## config.mk

```make
export PLATFORM = sky130hd
export DESIGN_NAME = lane_fifo_pair
export DESIGN_NICKNAME = d
export VERILOG_FILES = /design/src/rtl/lane_fifo_pair.sv
export SDC_FILE = /design/constraint.sdc
export NUM_CORES = 1
export LEC_CHECK = 0
export ABC_AREA = 1
export CORE_ASPECT_RATIO = 0.75
export CORE_MARGIN = 2
export CORE_UTILIZATION = 60
export DETAILED_ROUTE_END_ITERATION = 8
export GPL_ROUTABILITY_DRIVEN = 1
export PLACE_DENSITY = 0.85
export SYNTH_ARGS = -nofsm -noshare
export SYNTH_HDL_FRONTEND = slang
export SYNTH_HIERARCHICAL = 1
export SYNTH_SLANG_ARGS = --single-unit
```

## constraint.sdc

```tcl
create_clock -name clk -period 4.6 [get_ports clk]
set_input_delay 1.15 -clock clk [delete_from_list [all_inputs] [get_ports clk]]
set_output_delay 1.15 -clock clk [all_outputs]
set_load 0.05 [all_outputs]
```

## src/rtl/lane_fifo_pair.sv

```systemverilog
// lane_fifo_pair: two independent per-lane FIFOs behind the 2-way lane demux.
// Each lane buffers pushed words, returns them on pop with one cycle of
// latency, reports occupancy flags and keeps sticky overflow/underflow flags.

// One lane: circular buffer with registered read port.
module lane_fifo_lane #(
    parameter int DATA_W    = 6,
    parameter int DEPTH     = 4,
    parameter int AF_THRESH = 3,
    parameter int AE_THRESH = 1
) (
    input  logic              clk,
    input  logic              reset_L,
    input  logic [DATA_W-1:0] data_in,
    input  logic              valid_in,
    input  logic              pop,
    output logic [DATA_W-1:0] data_out,
    output logic              valid_out,
    output logic              full,
    output logic              empty,
    output logic              almost_full,
    output logic              almost_empty,
    output logic              err_ovf,
    output logic              err_udf
);
    localparam int PW = $clog2(DEPTH);
    localparam int CW = PW + 1;

    logic [DATA_W-1:0] mem [DEPTH];
    logic [PW-1:0]     wr_ptr, rd_ptr;
    logic [CW-1:0]     count;
    logic              pop_ok, push_ok;

    // A pop frees a slot in the same cycle, so a full lane can still take a push.
    assign pop_ok       = pop && (count != '0);
    assign push_ok      = valid_in && (!full || pop_ok);
    assign full         = (count == CW'(DEPTH));
    assign empty        = (count == '0);
    assign almost_full  = (count >= CW'(AF_THRESH));
    assign almost_empty = (count <= CW'(AE_THRESH));

    // Storage is not reset; stale entries are unreachable once pointers clear.
    always_ff @(posedge clk) begin
        if (push_ok) mem[wr_ptr] <= data_in;
    end

    // Pointers, occupancy, read port and sticky error flags.
    always_ff @(posedge clk or negedge reset_L) begin
        if (!reset_L) begin
            wr_ptr    <= '0;
            rd_ptr    <= '0;
            count     <= '0;
            data_out  <= '0;
            valid_out <= 1'b0;
            err_ovf   <= 1'b0;
            err_udf   <= 1'b0;
        end else begin
            valid_out <= pop_ok;
            if (push_ok) wr_ptr <= wr_ptr + PW'(1);
            if (pop_ok) begin
                data_out <= mem[rd_ptr];
                rd_ptr   <= rd_ptr + PW'(1);
            end
            case ({push_ok, pop_ok})
                2'b10:   count <= count + CW'(1);
                2'b01:   count <= count - CW'(1);
                default: count <= count;
            endcase
            if (valid_in && !push_ok)   err_ovf <= 1'b1;
            if (pop && (count == '0))   err_udf <= 1'b1;
        end
    end
endmodule

// Top: two lane instances plus the shared back-pressure output.
module lane_fifo_pair #(
    parameter int DATA_W    = 6,
    parameter int DEPTH     = 4,
    parameter int AF_THRESH = 3,
    parameter int AE_THRESH = 1
) (
    input  logic              clk,
    input  logic              reset_L,
    input  logic [DATA_W-1:0] data_in0,
    input  logic              valid_in0,
    input  logic [DATA_W-1:0] data_in1,
    input  logic              valid_in1,
    input  logic              pop_0,
    input  logic              pop_1,
    output logic [DATA_W-1:0] data_out0,
    output logic              valid_out0,
    output logic [DATA_W-1:0] data_out1,
    output logic              valid_out1,
    output logic              full_0,
    output logic              full_1,
    output logic              empty_0,
    output logic              empty_1,
    output logic              almost_full_0,
    output logic              almost_full_1,
    output logic              almost_empty_0,
    output logic              almost_empty_1,
    output logic              pause,
    output logic [1:0]        err_overflow,
    output logic [1:0]        err_underflow
);
    localparam int NUM_LANES = 2;

    logic [NUM_LANES-1:0][DATA_W-1:0] din, dout;
    logic [NUM_LANES-1:0] vin, pop, vout, full, empty, afull, aempty;

    assign din  = {data_in1, data_in0};
    assign vin  = {valid_in1, valid_in0};
    assign pop  = {pop_1, pop_0};

    for (genvar l = 0; l < NUM_LANES; l++) begin : g_lane
        lane_fifo_lane #(
            .DATA_W(DATA_W), .DEPTH(DEPTH),
            .AF_THRESH(AF_THRESH), .AE_THRESH(AE_THRESH)
        ) u_lane (
            .clk(clk), .reset_L(reset_L),
            .data_in(din[l]), .valid_in(vin[l]), .pop(pop[l]),
            .data_out(dout[l]), .valid_out(vout[l]),
            .full(full[l]), .empty(empty[l]),
            .almost_full(afull[l]), .almost_empty(aempty[l]),
            .err_ovf(err_overflow[l]), .err_udf(err_underflow[l])
        );
    end

    assign data_out0      = dout[0];
    assign data_out1      = dout[1];
    assign valid_out0     = vout[0];
    assign valid_out1     = vout[1];
    assign full_0         = full[0];
    assign full_1         = full[1];
    assign empty_0        = empty[0];
    assign empty_1        = empty[1];
    assign almost_full_0  = afull[0];
    assign almost_full_1  = afull[1];
    assign almost_empty_0 = aempty[0];
    assign almost_empty_1 = aempty[1];
    // Either lane nearing capacity stalls the shared upstream source.
    assign pause          = |afull;
endmodule

```

==> results of run 1 <==
==> cell type report <==
type,count,area share (%)
Tap cell,78,2.229
Multi-Input combinational cell,216,26.66
Clock buffer,11,3.000
Sequential cell,80,51.20
Timing Repair Buffer,45,10.23
Inverter,61,5.343
Clock inverter,5,1.343
==> state kept, by name (all words and copies together) (netlist names) <==
name                     flops
g_lane.u_lane/data_out      12
g_lane.u_lane/wr_ptr         4
g_lane.u_lane/err_udf        2
g_lane.u_lane/count          6
g_lane.u_lane/mem           48
g_lane.u_lane/err_ovf        2
g_lane.u_lane/valid_out      2
g_lane.u_lane/rd_ptr         4
==> where the power goes <==
group / leakage [nW] / switching [mW] / internal, mW
registers: 0.815 / 0.168 / 0.985
logic: 1.11 / 0.976 / 0.478
clock network: 0.0895 / 0.235 / 0.251
total: 2.01 / 1.38 / 1.71
==> path summary, 6_finish.rpt <==
check | start | slack (ps) | depth (start not counted) | endpoint
min in group asynchronous | reset_L | 1210 | 2 | g_lane[1].u_lane/err_udf$_DFFE_PN0P_
setup / recovery | g_lane[0].u_lane/count[0]$_DFFE_PN0P_ | 1100 | 5 | full_0
hold / removal | g_lane[1].u_lane/err_ovf$_DFFE_PN0P_ | 460 | 1 | g_lane[1].u_lane/err_ovf$_DFFE_PN0P_
hold reg to reg | g_lane[1].u_lane/err_ovf$_DFFE_PN0P_ | 460 | 1 | g_lane[1].u_lane/err_ovf$_DFFE_PN0P_
setup reg to reg | g_lane[1].u_lane/count[0]$_DFFE_PN0P_ | 2560 | 11 | g_lane[1].u_lane/count[2]$_DFFE_PN0P_
max in group asynchronous | reset_L | 3070 | 2 | g_lane[1].u_lane/wr_ptr[1]$_DFFE_PN0P_
==> layer usage <==
metal / GRT usage, % / share of wire, %
met4: 7.568 / 0.79
met2: 38.97 / 51
met3: 6.957 / 5.0
met5: 0 / 0
met1: 28.22 / 44
==> worst register-to-register path: cells and delay by family, from the launching register on <==
family                   cells  cell delay, ps
AND/OR/NAND/NOR              2             130
flip-flops                   1             440
adder cells (fa/ha/maj)      2             590
buffers and inverters        5             440
AO/OA/AOI/OAI                2             350
==> synth_stat cells (all sizes together) <==
library cell / number / area share (%)
nand2: 96 / 10
inv: 61 / 6.3
edfxtp: 48 / 39
nor2: 45 / 4.6
dfrtp: 32 / 22
o21ai: 21 / 3.8
nand3: 20 / 3.1
ha: 19 / 6.4
buf: 5 / 1.1
a21oi: 4 / 0.85
xor2: 3 / 0.71
a21o: 2 / 0.41
clkbuf: 2 / 0.24
xnor2: 2 / 0.47
a31o: 1 / 0.24
nand4: 1 / 0.17
o21bai: 1 / 0.20
or2: 1 / 0.17
==> cells in the final DEF (no fill, tap or decap), types with 2 or more instances in the layout <==
cell type | Yosys | routed
inv_2 | 3 | 3
nand2_4 | 3 | 3
nor2_1 | 44 | 44
clkbuf_8 | 0 | 9
o21ai_0 | 16 | 16
clkinvlp_4 | 0 | 2
a21oi_1 | 3 | 3
inv_1 | 56 | 56
nand2_1 | 92 | 92
nand3_2 | 3 | 3
o21ai_4 | 3 | 3
xor2_1 | 3 | 3
xnor2_1 | 2 | 2
nand3_1 | 17 | 17
clkdlybuf4s50_1 | 0 | 44
ha_1 | 19 | 19
inv_4 | 2 | 2
dfrtp_1 | 32 | 32
edfxtp_1 | 48 | 48
a21o_1 | 2 | 2
clkbuf_1 | 1 | 2
o21ai_1 | 2 | 2
==> logic make-up after synthesis <==
group	Yosys count
compound gates	29
xor+xnor	5
fa+ha+maj	19
buf+inv	68
flops	80
simple gates	163
==> results.py, run 1 <==
metrics = {
    "clock_tree": {
        "insertion_delay_ps": 340,
        "htreeDepth": 3,
        "cts_buffer_depth": 2,
        "numCtsBuffers": 9,
        "cts_setup_buffers": 0,
        "cts_root_buffer": "clkbuf_8",
        "cts_resized": 0,
        "hold_buffers": 0,
        "clkTransAtPathRegs_ps": 80,
        "cts.sinks": 80,
        "tritoncts": "done",
    },
    "power": {
        "power.density_mw_per_mm2": 706.3,
        "total_power_mw": 3.093,
        "ir_drop_uv": 394.5,
        "p_leak_nw": 2.014,
    },
    "placement": {
        "dp.cells": 480,
        "placed_area_mm2": 0.004189,
        "hpwlAfterDp_um": 4992,
        "dp_slack_ps": 1474,
        "portBuffers": 44,
        "gp_congestion": 0.8067,
    },
    "yosys": {
        "synth-seq-cells": 80,
        "synth-compound-area-share_pct": 5.456,
        "synth_xor_area_share_pct": 1.186,
        "ys_seq_area_share_pct": 60.73,
        "avgSynthCellArea_um2": 10.14,
        "synth_area_mm2": 0.003692,
        "syn_inst": 364,
        "synthSimpleGateAreaFrac_pct": 18.54,
        "yosysWarningCount": 6,
        "synth_cell_types": 30,
        "synth_top_family_by_area": "simple AND/OR/NAND/NOR gates",
        "muxShareOfSynthArea_pct": 0,
        "synthesis.nets": 401,
        "synth_fa_ha_area_share_pct": 6.438,
    },
    "floorplan": {
        "initial_core_util_pct": 62.73,
        "die_w_um": 94.58,
        "core-area_mm2": 0.005886,
        "die_area_mm2": 0.006804,
        "row_count": 24,
        "die_h_um": 71.94,
        "pin_count": 45,
    },
    "timing": {
        "final-hold-violation-count": 0,
        "fmax_ghz": 0.2855,
        "setup_tns_ps": 0,
        "finalWorstSetupSlack_ps": 1097,
        "tightest_slew_ps": 696.0,
        "maxSlewHeadroom_pct": 53.43,
        "min_period_over_period_pct": 76.15,
        "finalSetupViolations": 0,
        "rsz0062_at_grt": "no",
        "drv_slew": 0,
        "finalClockSkew_ps": 11.14,
        "period_needed_ps": 3503,
        "hold-worst-slack_ps": 459.4,
    },
    "global_route": {
        "grt_max_degree": 33,
        "antenna_found_initial": 0,
        "grt_util_all_layers_pct": 22.83,
        "grt_pass1_vias": 2528,
        "gr-total-overflow": 0,
        "grt_pass1_wl_um": 11590,
    },
    "finish": {
        "final_cells": 496,
        "seq_area_mm2": 0.002242,
        "finalInstanceArea_mm2": 0.004379,
        "num_antenna_cells": 0,
        "multi_input_area_mm2": 0.001167,
        "areaGrowthSynthToFinish_pct": 18.60,
        "drive_above_1_share_pct": 7.895,
        "fin_util_pct": 74.40,
        "n_fill_cell": 411,
        "nets": 450,
    },
    "worst_setup_path": {
        "critPathTopFamily": "buffers and inverters",
        "crit_path_frequent_cell": "inv_1",
        "cpPeakStageDelay_ps": 810,
        "crit_fanout": 5,
        "worstSetupPathType": "reg -> out",
        "slowest_stage": "clkdlybuf4s50_1",
        "worst-path-buf-inv": 3,
        "end_kind": "output pin",
        "cp_cell_sequence": "inv_1, ha_1, nand2_2, inv_1, clkdlybuf4s50_1",
        "worstPathArrival_ps": 2350,
        "start_kind": "register",
        "cp.required_ps": 3450,
    },
    "routing": {
        "routed_via_density": 5.075,
        "dr.pass1.iters": 4,
        "dr_total_vias": 2517,
        "wire_per_inst_um": 13.97,
        "drc": 0,
        "routed_wl_um": 6928,
        "drtIter0Drc": 102,
        "postRouteAntennaNets": 0,
    },
    "hold_path": {
        "hp-class": "reg -> reg",
    },
    "outcome": {
        "outcome": "finished, final reports clean",
    },
    "flow_run": {
        "cap_violations": 0,
    },
}
No activity file was read; power rests on OpenSTA's default activity.
==> inputs of run 2 (changes only) <==
--- a/config.mk
+++ b/config.mk
@@ -8,10 +8,10 @@
 export ABC_AREA = 1
 export CORE_ASPECT_RATIO = 0.75
 export CORE_MARGIN = 2
-export CORE_UTILIZATION = 60
+export CORE_UTILIZATION = 50
 export DETAILED_ROUTE_END_ITERATION = 8
 export GPL_ROUTABILITY_DRIVEN = 1
-export PLACE_DENSITY = 0.85
+export PLACE_DENSITY = 0.76
 export SYNTH_ARGS = -nofsm -noshare
 export SYNTH_HDL_FRONTEND = slang
 export SYNTH_HIERARCHICAL = 1
==> constraint.sdc (replaced) <==
create_clock -name clk -period 2.89 [get_ports clk]
set_input_delay 0.7225 -clock clk [delete_from_list [all_inputs] [get_ports clk]]
set_output_delay 0.7225 -clock clk [all_outputs]
set_load 0.05 [all_outputs]
==> results.py, run 2 (synthesized netlist as in run 1, its figures left out) <==
metrics = {
    "routing": {
        "wire_per_inst_um": 12.83,
        "dr_total_vias": 2474,
        "routed_via_density": 4.686,
        "drtIter0Drc": 145,
        "dr.pass1.iters": 4,
        "postRouteAntennaNets": 0,
        "routed_wl_um": 6776,
        "drc": 0,
    },
    "timing": {
        "drv_slew": 0,
        "fmax_ghz": 0.3595,
        "final-hold-violation-count": 0,
        "setup_tns_ps": 0,
        "finalWorstSetupSlack_ps": 108.4,
        "finalSetupViolations": 0,
        "finalClockSkew_ps": 10.13,
        "rsz0062_at_grt": "no",
        "maxSlewHeadroom_pct": 66.60,
        "tightest_slew_ps": 500.2,
        "min_period_over_period_pct": 96.25,
        "period_needed_ps": 2782,
    },
    "clock_tree": {
        "cts_buffer_depth": 2,
        "cts_setup_buffers": 0,
        "hold_buffers": 0,
        "cts.sinks": 80,
        "cts_root_buffer": "clkbuf_8",
        "clkTransAtPathRegs_ps": 80,
        "htreeDepth": 3,
        "tritoncts": "done",
        "insertion_delay_ps": 350,
        "numCtsBuffers": 9,
    },
    "finish": {
        "areaGrowthSynthToFinish_pct": 20.47,
        "top_register": "g_lane.u_lane/mem",
        "num_antenna_cells": 0,
        "largest_reg_flops": 48,
        "final_cell_mix": "92 x nand2_1, 56 x inv_1, 48 x edfxtp_1",
        "nets": 459,
        "reg.largest.list": "g_lane.u_lane/mem: 48 flops, g_lane.u_lane/data_out: 12 flops, g_lane.u_lane/count: 6 flops",
        "drive_above_1_share_pct": 10.30,
        "n_fill_cell": 608,
        "final_common_cell": "nand2_1",
    },
    "worst_setup_path": {
        "worstSetupPathType": "reg -> out",
        "crit_fanout": 4,
        "end_kind": "output pin",
        "start_kind": "register",
        "worstPathArrival_ps": 2060,
        "cp.required_ps": 2170,
    },
    "placement": {
        "portBuffers": 44,
        "dp_slack_ps": 314.5,
        "gp_congestion": 0.8318,
        "hpwlAfterDp_um": 4746,
    },
    "global_route": {
        "gr-total-overflow": 0,
        "grt_util_all_layers_pct": 18.91,
        "antenna_found_initial": 0,
        "grt_pass1_wl_um": 11410,
        "grt_max_degree": 33,
        "grt_pass1_vias": 2468,
    },
    "floorplan": {
        "initial_core_util_pct": 50.84,
        "pin_count": 45,
        "die_h_um": 78.42,
        "die_w_um": 103.2,
        "core-area_mm2": 0.007263,
        "die_area_mm2": 0.008095,
        "row_count": 27,
    },
    "power": {
        "power.density_mw_per_mm2": 1092,
        "ir_drop_uv": 513.5,
        "p_leak_nw": 2.078,
    },
    "hold_path": {
        "hp-class": "reg -> reg",
    },
    "outcome": {
        "outcome": "finished, final reports clean",
    },
    "flow_run": {
        "cap_violations": 0,
    },
}
run 2: routing by layer:
| layer | share of wire (%) | GRT usage, % |
|---|---|---|
| met5 | 0 | 0 |
| met4 | 1.1 | 5.658 |
| met3 | 4.2 | 6.055 |
| met2 | 51 | 32.08 |
| met1 | 44 | 23.04 |
run 2: what timing repair did:
| item | 4_1_cts | 5_1_grt |
|---|---|---|
| resized for setup | 3 | 2 |
| setup endpoints to repair | 3 | 2 |
| gates cloned | 0 | 0 |
run 2: critical path, stage by stage (launching register included):
cell             delay (ps)
dfrtp_1                 430
inv_1                   130
ha_1                    230
nand2_4                  80
inv_1                    50
clkdlybuf4s50_1         790
run 2: final timing paths:
kind                                                       start                                        to  slack (ps)  cells past startpoint
max in group asynchronous                                reset_L  g_lane[0].u_lane/data_out[3]$_DFFE_PN0P_        1820                      2
min in group asynchronous                                reset_L  g_lane[1].u_lane/data_out[5]$_DFFE_PN0P_         770                      2
min reg2reg                 g_lane[1].u_lane/err_ovf$_DFFE_PN0P_      g_lane[1].u_lane/err_ovf$_DFFE_PN0P_         460                      1
max reg2reg                g_lane[1].u_lane/count[0]$_DFFE_PN0P_     g_lane[1].u_lane/count[2]$_DFFE_PN0P_         860                     11
min                         g_lane[1].u_lane/err_ovf$_DFFE_PN0P_      g_lane[1].u_lane/err_ovf$_DFFE_PN0P_         460                      1
max                        g_lane[1].u_lane/count[0]$_DFFE_PN0P_                                    full_1         110                      5
run 2: per-stage QoR:
step | hold slack, ps | instances | util [%] | total power [mW] | instance area, um^2
finish | 459.9 | 528 | 61.24 | 4.855 | 4448
global route | 469.1 | 528 | 61.24 | 5.256 | 4448
global placement | 440.8 | 512 | 58.97 | 4.130 | 4283
floorplan | 426.9 | 364 | - | 3.496 | 3692
CTS | 462.8 | 528 | 61.17 | 4.915 | 4443
detailed placement | 444.5 | 512 | 58.97 | 4.217 | 4283
run 2: power by group:
part	internal (mW)	total (mW)	switching [mW]
logic	0.790	2.35	1.56
registers	1.57	1.81	0.242
clock network	0.307	0.702	0.395
run 2: cell type report:
cell class / instances / area [um^2] / area share, %
Tap cell: 101 / 126.4 / 2.841
Multi-Input combinational cell: 216 / 1167 / 26.24
Sequential cell: 80 / 2242 / 50.41
Clock inverter: 6 / 36.28 / 0.8158
Timing Repair Buffer: 54 / 514.2 / 11.56
Inverter: 61 / 234.0 / 5.260
Clock buffer: 10 / 127.6 / 2.869
